## src/rtl/uart_pkg.sv

```systemverilog
// Shared UART constants: byte width and byte-order selectors.
package uart_pkg;

    localparam int unsigned UART_BYTE_W = 8;

    localparam bit UART_LITTLE_ENDIAN = 1'b0;
    localparam bit UART_BIG_ENDIAN    = 1'b1;

endpackage : uart_pkg

```

## src/rtl/uart_word_fifo.sv

```systemverilog
// Synchronous first-word-fall-through FIFO; pointers carry an extra wrap bit
// so full and empty are distinguished without a separate counter.
module uart_word_fifo #(
    parameter int unsigned WIDTH = 32,
    parameter int unsigned DEPTH = 4
) (
    input  logic                           clk,
    input  logic                           reset_n,
    input  logic                           push,
    input  logic [WIDTH-1:0]               push_data,
    input  logic                           pop,
    input  logic                           flush,
    output logic [WIDTH-1:0]               head_data,
    output logic                           full,
    output logic                           empty,
    output logic [$clog2(DEPTH+1)-1:0]     level
);

    localparam int unsigned AW = $clog2(DEPTH);

    logic [WIDTH-1:0] mem_q [DEPTH];
    logic [AW:0]      wr_ptr_q;
    logic [AW:0]      wr_ptr_d;
    logic [AW:0]      rd_ptr_q;
    logic [AW:0]      rd_ptr_d;
    logic             do_push;
    logic             do_pop;

    // Status flags and head word; a full FIFO still accepts a push when it pops.
    always_comb begin
        empty     = (wr_ptr_q == rd_ptr_q);
        full      = (wr_ptr_q[AW] != rd_ptr_q[AW]) &&
                    (wr_ptr_q[AW-1:0] == rd_ptr_q[AW-1:0]);
        level     = wr_ptr_q - rd_ptr_q;
        head_data = empty ? '0 : mem_q[rd_ptr_q[AW-1:0]];
        do_pop    = pop && !empty && !flush;
        do_push   = push && (!full || do_pop) && !flush;
    end

    // Pointer next-state, flush returns both pointers to zero.
    always_comb begin
        wr_ptr_d = wr_ptr_q;
        rd_ptr_d = rd_ptr_q;
        if (flush) begin
            wr_ptr_d = '0;
            rd_ptr_d = '0;
        end else begin
            if (do_push) begin
                wr_ptr_d = wr_ptr_q + (AW+1)'(1);
            end
            if (do_pop) begin
                rd_ptr_d = rd_ptr_q + (AW+1)'(1);
            end
        end
    end

    // Pointer registers.
    always_ff @(posedge clk or negedge reset_n) begin
        if (!reset_n) begin
            wr_ptr_q <= '0;
            rd_ptr_q <= '0;
        end else begin
            wr_ptr_q <= wr_ptr_d;
            rd_ptr_q <= rd_ptr_d;
        end
    end

    // Storage array; contents are masked by empty so no reset is needed.
    always_ff @(posedge clk) begin
        if (do_push) begin
            mem_q[wr_ptr_q[AW-1:0]] <= push_data;
        end
    end

endmodule : uart_word_fifo

```

## src/rtl/uart_word_assembler.sv

```systemverilog
// Packs received UART bytes into words, drops stale partial words after an
// idle timeout, and queues finished words for a valid/ready consumer.
module uart_word_assembler
    import uart_pkg::*;
#(
    parameter int unsigned BYTES_PER_WORD = 4,
    parameter bit          BIG_ENDIAN     = UART_LITTLE_ENDIAN,
    parameter int unsigned TIMEOUT_CYCLES = 0,
    parameter int unsigned OUT_DEPTH      = 4,
    localparam int unsigned WORD_W        = UART_BYTE_W * BYTES_PER_WORD,
    localparam int unsigned CNT_W         = $clog2(BYTES_PER_WORD),
    localparam int unsigned LVL_W         = $clog2(OUT_DEPTH + 1)
) (
    input  logic                   clk,
    input  logic                   reset_n,
    input  logic                   rx_done,
    input  logic [UART_BYTE_W-1:0] rx_byte,
    input  logic                   flush,
    input  logic                   clear_ovf,
    output logic [WORD_W-1:0]      word_data,
    output logic                   word_valid,
    input  logic                   word_ready,
    output logic [CNT_W-1:0]       byte_count,
    output logic [LVL_W-1:0]       fifo_level,
    output logic                   overflow,
    output logic                   frame_err
);

    localparam int unsigned IDLE_W   = (TIMEOUT_CYCLES > 0) ? $clog2(TIMEOUT_CYCLES + 1) : 1;
    localparam logic [CNT_W-1:0] LAST_CNT = CNT_W'(BYTES_PER_WORD - 1);

    logic [CNT_W-1:0]  cnt_q;
    logic [CNT_W-1:0]  cnt_d;
    logic [WORD_W-1:0] part_q;
    logic [WORD_W-1:0] part_d;
    logic [IDLE_W-1:0] idle_q;
    logic [IDLE_W-1:0] idle_d;
    logic              ovf_q;
    logic              ovf_d;
    logic              ferr_q;
    logic              ferr_d;

    logic [WORD_W-1:0] merged_c;
    logic              push_c;
    logic              pop_c;
    logic              fifo_full;
    logic              fifo_empty;

    // Partial word with the incoming byte placed in its lane for this position.
    always_comb begin
        merged_c = part_q;
        for (int unsigned k = 0; k < BYTES_PER_WORD; k++) begin
            if (cnt_q == CNT_W'(k)) begin
                if (BIG_ENDIAN == UART_BIG_ENDIAN) begin
                    merged_c[WORD_W - UART_BYTE_W*(k+1) +: UART_BYTE_W] = rx_byte;
                end else begin
                    merged_c[UART_BYTE_W*k +: UART_BYTE_W] = rx_byte;
                end
            end
        end
    end

    assign pop_c = word_valid && word_ready;

    // Packer, idle timeout and sticky overflow next-state; flush overrides all.
    always_comb begin
        cnt_d  = cnt_q;
        part_d = part_q;
        idle_d = idle_q;
        ovf_d  = ovf_q;
        ferr_d = 1'b0;
        push_c = 1'b0;
        if (flush) begin
            cnt_d  = '0;
            part_d = '0;
            idle_d = '0;
            ovf_d  = 1'b0;
        end else begin
            if (rx_done) begin
                idle_d = '0;
                if (cnt_q == LAST_CNT) begin
                    push_c = 1'b1;
                    cnt_d  = '0;
                    part_d = '0;
                end else begin
                    cnt_d  = cnt_q + CNT_W'(1);
                    part_d = merged_c;
                end
            end else if ((cnt_q != '0) && (TIMEOUT_CYCLES != 0)) begin
                if (32'(idle_q) + 32'd1 == TIMEOUT_CYCLES) begin
                    cnt_d  = '0;
                    part_d = '0;
                    idle_d = '0;
                    ferr_d = 1'b1;
                end else begin
                    idle_d = idle_q + IDLE_W'(1);
                end
            end else begin
                idle_d = '0;
            end

            if (push_c && fifo_full && !pop_c) begin
                ovf_d = 1'b1;
            end else if (clear_ovf) begin
                ovf_d = 1'b0;
            end
        end
    end

    // State registers.
    always_ff @(posedge clk or negedge reset_n) begin
        if (!reset_n) begin
            cnt_q  <= '0;
            part_q <= '0;
            idle_q <= '0;
            ovf_q  <= 1'b0;
            ferr_q <= 1'b0;
        end else begin
            cnt_q  <= cnt_d;
            part_q <= part_d;
            idle_q <= idle_d;
            ovf_q  <= ovf_d;
            ferr_q <= ferr_d;
        end
    end

    uart_word_fifo #(
        .WIDTH (WORD_W),
        .DEPTH (OUT_DEPTH)
    ) u_fifo (
        .clk       (clk),
        .reset_n   (reset_n),
        .push      (push_c),
        .push_data (merged_c),
        .pop       (pop_c),
        .flush     (flush),
        .head_data (word_data),
        .full      (fifo_full),
        .empty     (fifo_empty),
        .level     (fifo_level)
    );

    assign word_valid = !fifo_empty;
    assign byte_count = cnt_q;
    assign overflow   = ovf_q;
    assign frame_err  = ferr_q;

endmodule : uart_word_assembler

```

## config.mk

```make
export PLATFORM = sky130hd
export DESIGN_NAME = uart_word_assembler
export DESIGN_NICKNAME = d
export VERILOG_FILES = /design/src/rtl/uart_pkg.sv /design/src/rtl/uart_word_fifo.sv /design/src/rtl/uart_word_assembler.sv
export SDC_FILE = /design/constraint.sdc
export NUM_CORES = 1
export LEC_CHECK = 0
export ABC_AREA = 1
export BUFFER_PORTS_ARGS = -buffer_cell sky130_fd_sc_hd__buf_2
export CAP_MARGIN = 10
export CORE_UTILIZATION = 35
export CTS_BUF_LIST = sky130_fd_sc_hd__clkbuf_2 sky130_fd_sc_hd__clkbuf_4 sky130_fd_sc_hd__clkbuf_8
export CTS_CLUSTER_SIZE = 30
export DETAILED_ROUTE_END_ITERATION = 6
export SLEW_MARGIN = 20
export SYNTH_ARGS = -nofsm -noshare
export SYNTH_HDL_FRONTEND = slang
export SYNTH_SLANG_ARGS = --single-unit
```

## constraint.sdc

```tcl
create_clock -name clk -period 3.6 [get_ports clk]
set_input_delay 0.18 -clock clk [delete_from_list [all_inputs] [get_ports clk]]
set_output_delay 0.18 -clock clk [all_outputs]
set_load 0.05 [all_outputs]
```

## Word level (Yosys, flattened, before mapping)

Memory sizes are Yosys's and may differ from the RTL's.
Index checks and enable logic that the tools add are counted.
W data, S select, Z words.

| word-level totals | value |
|---|---|
| memories kept | 1 |
| memory bits (writable) | 128 |
| flip-flop bits (word level) | 41 |

Memory list:

| name | words | width | rd ports | clocked after Yosys merged registers in | wr ports | RTL line | RTL |
|---|---|---|---|---|---|---|---|
| u_fifo.mem_q | 4 | 32 | 1 | 0 | 1 | uart_word_fifo.sv:21 | `logic [WIDTH-1:0] mem_q [DEPTH];` |

| operators by class | value |
|---|---|
| equality and inequality tests | 6 |
| add/subtract/negate cells | 4 |
| mux-type cells | 24 |
| reduce and logical (&&, ||, !) cells | 18 |

Operators with widths:

| kind | number |
|---|---|
| $mux W32 | 4 |
| $mux W8 | 4 |
| $mux W3 | 4 |
| $mux W1 | 9 |
| $logic_and A1 B1 Y1 | 8 |
| $add A3 B1 Y3 const B | 2 |
| $mux W2 | 3 |
| $reduce_bool A2 Y1 | 3 |
| $eq A2 B2 Y1 const B | 2 |
| $logic_not A1 Y1 | 4 |
| $eq A3 B3 Y1 | 1 |
| $reduce_bool A3 Y1 | 1 |
| $sub A3 B3 Y3 | 1 |
| $add A2 B1 Y2 const B | 1 |
| $eq A2 B1 Y1 const B | 1 |
| $eq A2 B2 Y1 | 1 |
| $logic_not A2 Y1 | 1 |
| $logic_or A1 B1 Y1 | 1 |
| $ne A1 B1 Y1 | 1 |

## Longest topological paths before layout

Gate-level depths: netlist of run 1.

| logic depth | value |
|---|---|
| depth after elaboration | 10 |
| gate-level depth with buffers | 10 |
| gate-level depth less buffers | 8 |

## Cells and area by module

From an unflattened synthesis of run 1, not the netlist that was laid out.

| unflattened totals | value |
|---|---|
| cell total of the unflattened synthesis | 667 |
| area total of the unflattened synthesis | 7309.5 um^2 |

Modules (own cells, without submodules):

| module | seq. area each (um^2) | cells an instance | instances | area each (um^2) |
|---|---|---|---|---|
| uart_word_fifo | 3993.8 | 442 | 1 | 5447.7 |
| uart_word_assembler | 875.8 | 225 | 1 | 1861.8 |

## Worst setup path before layout of run 1

No wires, ideal clock.

| path | value |
|---|---|
| path type | flip-flop to flip-flop |
| from | register cnt_q[0], in the netlist byte_count[0] |
| to | memory u_fifo.mem_q[0][0] (enable) |
| cell stages (with the launch flop) | 7 |
| setup time | 0.421 ns |
| data required time | 3.179 ns |
| arrival time | 2.829 ns |
| path slack | 0.350 ns |
| period minus slack after synthesis | 3.250 ns |
| cell sequence | dfrtp_1 > ha_1 > buf_4 > nand2_1 > nor2_1 > nand2_2 > nor2_1 |

| on the way | value |
|---|---|
| word-level cells in the longest chain between the ends | 9 |

RTL lines:

| item | RTL line | RTL |
|---|---|---|
| start: declaration | uart_word_assembler.sv:32 | `logic [CNT_W-1:0] cnt_q;` |
| start signal: assignment | uart_word_assembler.sv:119 | `cnt_q <= cnt_d;` |
| $eq A2 B2 Y1 | uart_word_assembler.sv:81 | `if (cnt_q == LAST_CNT) begin` |
| $mux W1 | uart_word_assembler.sv:81 |  |
| $mux W1 | uart_word_assembler.sv:79 | `if (rx_done) begin` |
| $mux W1 (2 in a row) | uart_word_assembler.sv:73 | `if (flush) begin` |
| $logic_and A1 B1 Y1 (2 in a row) | uart_word_fifo.sv:37 | `do_push = push && (!full \|\| do_pop) && !flush;` |
| $mux W1 | uart_word_fifo.sv:70 | `if (do_push) begin` |
| $mux W1 (implied by the code) | uart_word_fifo.sv:71 | `mem_q[wr_ptr_q[AW-1:0]] <= push_data;` |
| end: declaration | uart_word_fifo.sv:21 |  |

Every way passes these cells. The select of a mux whose other input is x is not followed.

## Final worst setup path of run 1

| path | value |
|---|---|
| from | register u_fifo.wr_ptr_q[0] |
| to | output port word_data[12] |

| on the way | value |
|---|---|
| word-level cells in the longest chain between the ends | 2 |

RTL lines:

| item | RTL line | RTL |
|---|---|---|
| start: declaration | uart_word_fifo.sv:22 | `logic [AW:0] wr_ptr_q;` |
| start signal: assignment | uart_word_fifo.sv:63 | `wr_ptr_q <= wr_ptr_d;` |
| $eq A3 B3 Y1 | uart_word_fifo.sv:31 | `empty = (wr_ptr_q == rd_ptr_q);` |
| $mux W32 | uart_word_fifo.sv:35 | `head_data = empty ? '0 : mem_q[rd_ptr_q[AW-1:0]];` |
| end: declaration | uart_word_assembler.sv:20 | `output logic [WORD_W-1:0] word_data,` |

Every way passes these cells.

==> results of run 1 <==
-- worst paths after layout --
path                                    startpoint            endpoint  slack (ps)  cells past startpoint
min in group asynchronous                  reset_n  u_fifo.rd_ptr_q[2]         400                      2
max in group asynchronous                  reset_n  u_fifo.rd_ptr_q[0]        2550                      2
worst max-delay path            u_fifo.wr_ptr_q[0]       word_data[12]         970                      9
worst min register to register          part_q[26]          part_q[26]         490                      2
worst max register to register       byte_count[0]  u_fifo.mem_q[1][6]        1180                      6
worst min-delay path                       rx_done       byte_count[1]          50                      3
-- power breakdown --
group	internal [uW]	switching (uW)
Clock	481	667
Combinational	63.6	195
Sequential	2120	6.11
Total	2670	869
-- state kept, by name (all words and copies together) (netlist names) --
register / count
u_fifo.mem_q: 128
part_q: 32
u_fifo.rd_ptr_q: 3
u_fifo.wr_ptr_q: 3
byte_count: 2
overflow: 1
-- worst max-delay path, delay by kind of cell, from the launching register on --
kind                       cells  cell delay [ps]
and+or+nand+nor                2              170
adders and majority gates      1              260
DFF                            1              420
AOI/OAI and AO/OA              1              310
buffers and inverters          5              840
-- kinds of logic after synthesis --
kind of cell,share of synthesized area [%]
AOI/OAI and AO/OA,11.9
xor gates and xnor gates,0.120
adders and majority gates,2.16
buffers and inverters,7.25
DFF,66.9
other,0.0515
and+or+nand+nor,11.6
-- routing by layer --
metal	vias to the layer above	share of wire, %
li1	2335	-
met1	2191	48
met2	106	45
met3	21	4.7
met4	0	2.3
met5	-	0
-- cells in the mapped netlist, types with 8 or more instances --
master	instances
dfrtp_1	41
nand2_1	49
buf_2	14
ha_1	11
a21oi_1	32
nor2_1	145
edfxtp_1	128
o21ai_0	32
nand3_1	11
buf_6	8
inv_1	75
o21ai_1	43
o21a_1	24
o22ai_1	24
-- area by class of cell --
type / count / area, sq um / area share (%)
tap: 270 / 338 / 4.17
clock buffer: 19 / 249 / 3.07
clock inverter: 13 / 82.6 / 1.02
sequential: 169 / 4870 / 60.1
inverter: 76 / 285 / 3.52
multi-input combinational: 382 / 1890 / 23.3
timing repair buffer: 67 / 385 / 4.76
-- per-stage QoR --
stage | setup slack, ps | utilization [%] | power (uW) | hold WS [ps] | std cells
3_3_place_gp | 1260 | 38.0 | 2430 | 393 | 959
3_5_place_dp | 1170 | 38.0 | 2430 | 393 | 959
2_1_floorplan | 350 | - | 2350 | -116 | 665
5_1_grt | 815 | 39.9 | 3660 | 46.1 | 996
6_report | 974 | 39.9 | 3540 | 54.1 | 996
4_1_cts | 956 | 39.9 | 3570 | 30.9 | 996
-- repair_timing --
item / 4_1_cts / 5_1_grt
gates resized for setup: 0 / 0
hold buffers: 5 / 0
hold endpoints to repair: 45 / 0
==> summary.txt, run 1 <==
Status = completed
GR Util met3 = 3.50%
Worst Path Required = 3420 ps
Synth Net Count = 691
Worst path slowest cell = dfrtp_1
Final min period = 2630 ps
Syn Area/Cell = 11.0 sq um
Residual DRC = 0
Max Slew Vio Count = 0
Area growth syn-to-layout = 11.3%
Share of cells above drive strength 1 = 13.8%
Area contributors post-synth = edfxtp_1 (53%), dfrtp_1 (14%), nor2_1 (7.5%)
Max transition margin = 35.8%
All-layer global routing usage = 15.4%
FILL cells = 1995
Grt peak-use layer = met2
Unrepaired setup endpoints after global routing = false
Cells after Synth = 665
GP Congestion = 0.731
Rows = 52
Via count = 4653
Asr flop ratio synth = 24.3%
Final instance area = 8100 sq um
Mapped Area = 7280 sq um
Worst-Margin Slew = 963 ps
Die area = 21400 sq um
CP Cell Sequence = inv_1 > ha_1 > nand2_1 > inv_1 > nand3_4 > inv_1 > buf_4 > a21oi_1 > buf_2
Sequential fraction of the synthesis area = 66.9%
Largest net degree at the start of global routing = 65
Placed Instance Area = 7720 sq um
Antenna Nets Post-Route = 0
Maximum clock rate = 0.381 GHz
Most common cell after layout, fill and taps aside = nor2_1
# diodes = 0
WL/cell = 15.8 um
Total CTS buffers = 17
DR iter-0 viols = 366
CTS tree = built
CTS sink cnt = 169
Die H = 146 um
CP max stage delay = 420 ps
Dpl hpwl = 9830 um
Worst-skew pair later-pin latency = 470 ps
Port Buf Inserts = 52
CP Data Arrival Time = 2450 ps
Area share of the largest cell type after synthesis = 52.8%
Die width = 146 um
GRT overflow = 0
Netlist cell types = 25
CP Max Fanout = 32
Routing usage on met2 = 23.0%
Most frequent cells in the layout = nor2_1 (142), edfxtp_1 (128), inv_1 (75)
GR Util met1 = 21.6%
CP Class = reg2out
Number of flops mapped to enable cells by yosys = 128
Core area = 20300 sq um
Top cell type by total area after synthesis = edfxtp_1
Clk buf depth = 2
Power Density = 436 nW/um^2
FF+latch count, synth = 169
Hold Crit Class = in2reg
Postcts setup bufs = 0
Clock Root Buffer = clkbuf_8
Nets = 739
Worst Skew = 18.1 ps
Total Routed Length = 15700 um
Setup TNS = 0 ps
Critical path launch point type = register
Most used DFF post-synth = edfxtp_1
Initial antenna violation count = 0
Critical Path End Type = output pin
Via-per-instance ratio = 4.67
Global-route wire length before repair = 24900 um
# setup viols final = 0
Final hold violations = 0
Io pins = 54
Drt first pass iters = 4
Leakage = 0.00326 uW
Initial Utilization = 35.9%
Most used cell, CP = inv_1
Period utilization = 72.9%
Peak VDD IR = 0.000238 V
Max cap viols = 0
Syn. warnings = 0
H-tree Lvls = 4
Clock slew at reported path FFs = 80 ps
Vias in the first global route = 4527
Note: power is estimated with default switching activity, not from simulation.
==> inputs of run 2 (changes only) <==
- clock period: 3.6 -> 2.2 ns (I/O delays scaled with it)
==> run 2 against run 1 <==
  * Critical endpoint is now word_data[25]
  * Largest power group unchanged
  * Critical path depth decreased by 3
  * Cell area is 9.2% higher
  * Setup slack worse by 900 ps
  * Total power grew 72%
  * Highest routed layer unchanged
  * Sequential power up 63%
  * Via count increased by 3.7%
==> summary.txt, run 2 (same netlist as run 1, synthesis figures left out) <==
Largest register FFs = 128 (unchanged)
Final hold violations = 0 (unchanged)
Largest net degree at the start of global routing = 65 (unchanged)
CTS sink cnt = 169 (unchanged)
Hold Crit Class = in2reg
Worst Skew = 11.4 ps (-6.73 ps)
DR iter-0 viols = 451 (+23%)
Finished Core Util = 43.6% (+3.7 points)
Nets = 760 (+2.8%)
Residual DRC = 0 (unchanged)
GP Congestion = 0.746 (+2.0%)
Maximum clock rate = 0.470 GHz
Via-per-instance ratio = 4.74 (+1.6%)
Die H = 146 um (unchanged)
Antenna Nets Post-Route = 0 (unchanged)
Max Slew Vio Count = 0 (unchanged)
Final min period = 2130 ps
GRT overflow = 0 (unchanged)
Share of cells above drive strength 1 = 22.1% (+8.3 points)
Initial antenna violation count = 0 (unchanged)
Initial Utilization = 35.9% (unchanged)
Total CTS buffers = 17 (unchanged)
Leakage = 0.00345 uW (+6.0%)
Critical Path End Type = output pin
Most frequent cells in the layout = nor2_1 (140), edfxtp_1 (128), inv_1 (71)
Worst-skew pair later-pin latency = 460 ps (about the same)
WL/cell = 17.2 um (+9.2%)
Final instance area = 8850 sq um (+9.2%)
Area growth syn-to-layout = 21.5%
Global-route wire length before repair = 26400 um (+6.1%)
Port Buf Inserts = 52 (unchanged)
Die width = 146 um (unchanged)
Max transition margin = 56.1% (+20 points)
Power Density = 688 nW/um^2 (+58%)
Period utilization = 96.7%
Placed cells = 970 (+1.1%)
Most common cell after layout, fill and taps aside = nor2_1
H-tree Lvls = 4 (unchanged)
CP Max Fanout = 32 (unchanged)
Dpl hpwl = 10400 um (+5.6%)
Rows = 52 (unchanged)
Setup TNS = 0 ps (unchanged)
Clock slew at reported path FFs = 90 ps (about the same)
Die area = 21400 sq um (unchanged)
# setup viols final = 0 (unchanged)
Worst-Margin Slew = 659 ps (-304 ps)
CP Data Arrival Time = 2020 ps (-430 ps)
Status = completed
Clock Root Buffer = clkbuf_8
Worst setup margin = 72.0 ps (-902 ps)
All-layer global routing usage = 16.5% (+1.1 points)
FILL cells = 1956 (-2.0%)
Peak VDD IR = 0.000377 V (+58%)
Setup WS pre-CTS = 263 ps (-909 ps)
Critical path launch point type = register
Io pins = 54 (unchanged)
Max cap viols = 0 (unchanged)
Core area = 20300 sq um (unchanged)
Drt first pass iters = 5 (+1)
Post-route insts no fill = 1017 (+2.1%)
# diodes = 0 (unchanged)
CP Class = reg2out
Via count = 4825 (+3.7%)
CTS tree = built
Placed Instance Area = 8050 sq um (+4.3%)
Vias in the first global route = 4568 (+0.91%)
Worst Path Required = 2090 ps (-1330 ps)
Total Routed Length = 17500 um (+12%)
Clk buf depth = 2 (unchanged)
==> run 2: layer usage <==
metal	up-vias	track usage, %	part of all wire [%]	wire (um)
li1	2385	-	-	-
met1	2321	24.3	49	8630
met2	102	25.0	46	8010
met3	17	2.53	3.7	645
met4	0	5.42	1.2	211
met5	-	0	0	0
==> run 2: worst max-delay path: stages, from the launching register on <==
cell	delay [ps]
dfrtp_2	440
buf_4	170
inv_2	190
clkbuf_16	270
o21ai_0	140
a21oi_2	160
buf_6	170
==> run 2: what timing repair did <==
item	4_1_cts	5_1_grt
setup endpoints to repair	33	32
resized for setup	59	10
hold buffers	6	0
setup buffers	3	2
gates cloned	2	2
endpoints found under the hold margin	32	0
==> run 2: through the flow <==
stage	hold WS (ps)	power (uW)
after floorplan	-186	3860
after detailed placement	177	4000
final	90.3	6090
after CTS	68.6	6120
after global routing	91.1	6310
after global placement	189	4000
==> run 2: where the power goes <==
group / switching (uW) / total (uW) / internal, uW / leakage, uW
Combinational: 348 / 497 / 149 / 0.00156
Clock: 1200 / 2110 / 915 / 0.000183
Sequential: 11.1 / 3480 / 3470 / 0.00171
==> run 2: area by class of cell <==
cell class,instances,area [sq um],share of cell area [%]
repair buffers,88,891,10.1
flip-flops and latches,169,4870,55.1
well taps,270,338,3.82
multi-input cells,382,2070,23.4
inverters,76,304,3.44
clock buffers,17,234,2.64
clock inverters,15,143,1.61
==> run 2: path summary, 6_finish.rpt <==
| check | start | end | slack, ps | depth (start not counted) |
|---|---|---|---|---|
| setup / recovery | u_fifo.rd_ptr_q[0] | word_data[25] | 70 | 6 |
| hold / removal | rx_byte[5] | part_q[13] | 90 | 4 |
| setup reg to reg | u_fifo.wr_ptr_q[1] | u_fifo.mem_q[3][8] | 370 | 7 |
| hold reg to reg | overflow | overflow | 490 | 2 |
| max in group asynchronous | reset_n | part_q[10] | 1290 | 3 |
| min in group asynchronous | reset_n | overflow | 210 | 2 |
==> inputs of run 3 (changes only) <==
- clock period: 2.2 -> 2.4 ns (I/O delays scaled with it)
==> run 3 against run 2 <==
  * Global-route usage fell by 0.79 points
  * First-iteration DRC count decreased by 48%
  * Sequential share of layout area up 1.4 points
  * Utilization fell by 1.1 points
  * Clock-buffer cell count rose by 1
  * Hold slack barely moved
  * Non-clock buffer count decreased by 11
  * Sequential power shrank 8.3%
  * Critical path type unchanged
  * Via count decreased by 0.37%
  * Sequential cell count stayed put
==> summary.txt, run 3 (same netlist as run 1, synthesis figures left out) <==
Status = completed
Residual DRC = 0 (unchanged)
Initial Utilization = 35.9% (unchanged)
Power Density = 649 nW/um^2 (-5.7%)
Finished Core Util = 42.5% (-1.1 points)
Final min period = 2290 ps
Internal Power = 4190 uW (-7.6%)
# diodes = 0 (unchanged)
Worst-skew pair later-pin latency = 450 ps (about the same)
WL/cell = 16.1 um (-6.2%)
Rows = 52 (unchanged)
Via-per-instance ratio = 4.78 (+0.72%)
Largest delay share family, worst path = buffers and inverters
Share of power burned in registers = 57.1% (about the same)
Max cap viols = 0 (unchanged)
DR iter-0 viols = 234 (-48%)
Comb pwr share = 7.5% (-0.7 points)
Max Slew Vio Count = 0 (unchanged)
Max transition margin = 58.7% (+2.7 points)
All-layer global routing usage = 15.7% (-0.79 points)
Die width = 146 um (unchanged)
Clk buf depth = 2 (unchanged)
Most common cell after layout, fill and taps aside = nor2_1
Nets = 749 (-1.4%)
Critical path launch point type = register
Switching Fraction = 25.1% (-0.45 points)
Dpl hpwl = 9770 um (-5.9%)
GP Congestion = 0.720 (-3.4%)
Worst Skew = 12.8 ps (+1.42 ps)
Post-route insts no fill = 1006 (-1.1%)
CTS tree = built
CP Max Fanout = 32 (unchanged)
CP Class = reg2out
Maximum clock rate = 0.437 GHz
Worst path bufs/invs = 5 (+1)
Largest register FFs = 128 (unchanged)
H-tree Lvls = 4 (unchanged)
Drt first pass iters = 5 (unchanged)
CP max stage delay = 410 ps (-30 ps)
Total Routed Length = 16200 um (-7.2%)
Vias in the first global route = 4590 (+0.48%)
Core area = 20300 sq um (unchanged)
Worst path slowest cell = dfrtp_1
Worst-Margin Slew = 619 ps (-40.4 ps)
GRT overflow = 0 (unchanged)
Clock network power share = 35.5% (+0.9 points)
Global-route wire length before repair = 25400 um (-3.9%)
Worst Path Required = 2280 ps (+190 ps)
Critical Path End Type = output pin
CTS sink cnt = 169 (unchanged)
Hold Crit Class = in2reg
Placed cells = 966 (-0.41%)
Antenna Nets Post-Route = 0 (unchanged)
Final hold violations = 0 (unchanged)
Port Buf Inserts = 52 (unchanged)
# setup viols final = 0 (unchanged)
Die H = 146 um (unchanged)
Die area = 21400 sq um (unchanged)
Most frequent cells in the layout = nor2_1 (142), edfxtp_1 (128), inv_1 (72)
Largest net degree at the start of global routing = 59 (-9.2%)
Hold WS = 89.8 ps (-0.437 ps)
CP Cell Sequence = inv_2 > ha_1 > nand2_1 > inv_1 > nand3_4 > clkinv_1 > buf_12 > a21oi_2 > buf_4
CP Data Arrival Time = 2170 ps (+150 ps)
Area growth syn-to-layout = 18.4%
Unrepaired setup endpoints after global routing = true
Peak VDD IR = 0.000299 V (-21%)
Io pins = 54 (unchanged)
Share of cells above drive strength 1 = 19.7% (-2.4 points)
Clock slew at reported path FFs = 90 ps (about the same)
Clock Root Buffer = clkbuf_8
Leakage = 0.00336 uW (-2.5%)
P_sw = 1400 uW (-9.8%)
FILL cells = 1959 (+0.15%)
Initial antenna violation count = 1 (+1)
Via count = 4807 (-0.37%)
Period utilization = 95.4%
Total CTS buffers = 17 (unchanged)
==> run 3: through the flow <==
step	TNS, ps	worst slack (ps)	power [uW]	area (sq um)
floorplan	-32660	-340	3530	7410
global placement	0	338	3650	7970
detailed placement	0	310	3660	7970
CTS	0	0.191	5650	8520
global route	-72.6	-12.4	5800	8620
finish	0	110	5600	8620
==> run 3: worst register-to-register path: cells and delay by family, from the launching register on <==
family	cells	cell delay (ps)
buffers and inverters	2	330
DFF	1	410
and+or+nand+nor	5	600
adders and majority gates	1	290
==> run 3: final timing paths <==
kind	depth (start not counted)	from	end	slack [ps]
max reg2reg	8	u_fifo.wr_ptr_q[0]	u_fifo.mem_q[0][30]	450
max	9	u_fifo.wr_ptr_q[0]	word_data[14]	110
min in group asynchronous	2	reset_n	byte_count[0]	210
max in group asynchronous	3	reset_n	part_q[29]	1490
min reg2reg	2	part_q[29]	part_q[29]	490
min	4	rx_byte[2]	part_q[18]	90
==> run 3: timing repair <==
item | 4_1_cts | 5_1_grt
resized for setup | 29 | 27
endpoints found under the hold margin | 28 | 0
buffers inserted | 0 | 1
endpoints found under the setup margin | 32 | 32
hold buffers | 7 | 0
==> run 3: area by class of cell <==
class | instances | area (sq um) | area share, %
clock buffers | 18 | 248 | 2.87
multi-input cells | 382 | 2050 | 23.8
repair buffers | 77 | 674 | 7.83
inverters | 76 | 289 | 3.35
well taps | 270 | 338 | 3.92
clock inverters | 14 | 149 | 1.73
flip-flops and latches | 169 | 4870 | 56.5
==> run 3: metal layers <==
metal	GRT usage [%]	routed length [um]	vias up
met1	20.9	7660	2324
met2	25.9	7740	105
met5	0	13	-
met4	4.84	170	2
li1	-	-	2363
met3	3.28	660	13
==> run 3: power groups by stage <==
stage,sequential (uW),clock [uW],combinational (uW)
4_1_cts,3190,2040,415
5_1_grt,3200,2150,457
3_3_place_gp,3260,0,394
2_1_floorplan,3270,0,269
6_report,3190,1990,417
3_5_place_dp,3260,0,399
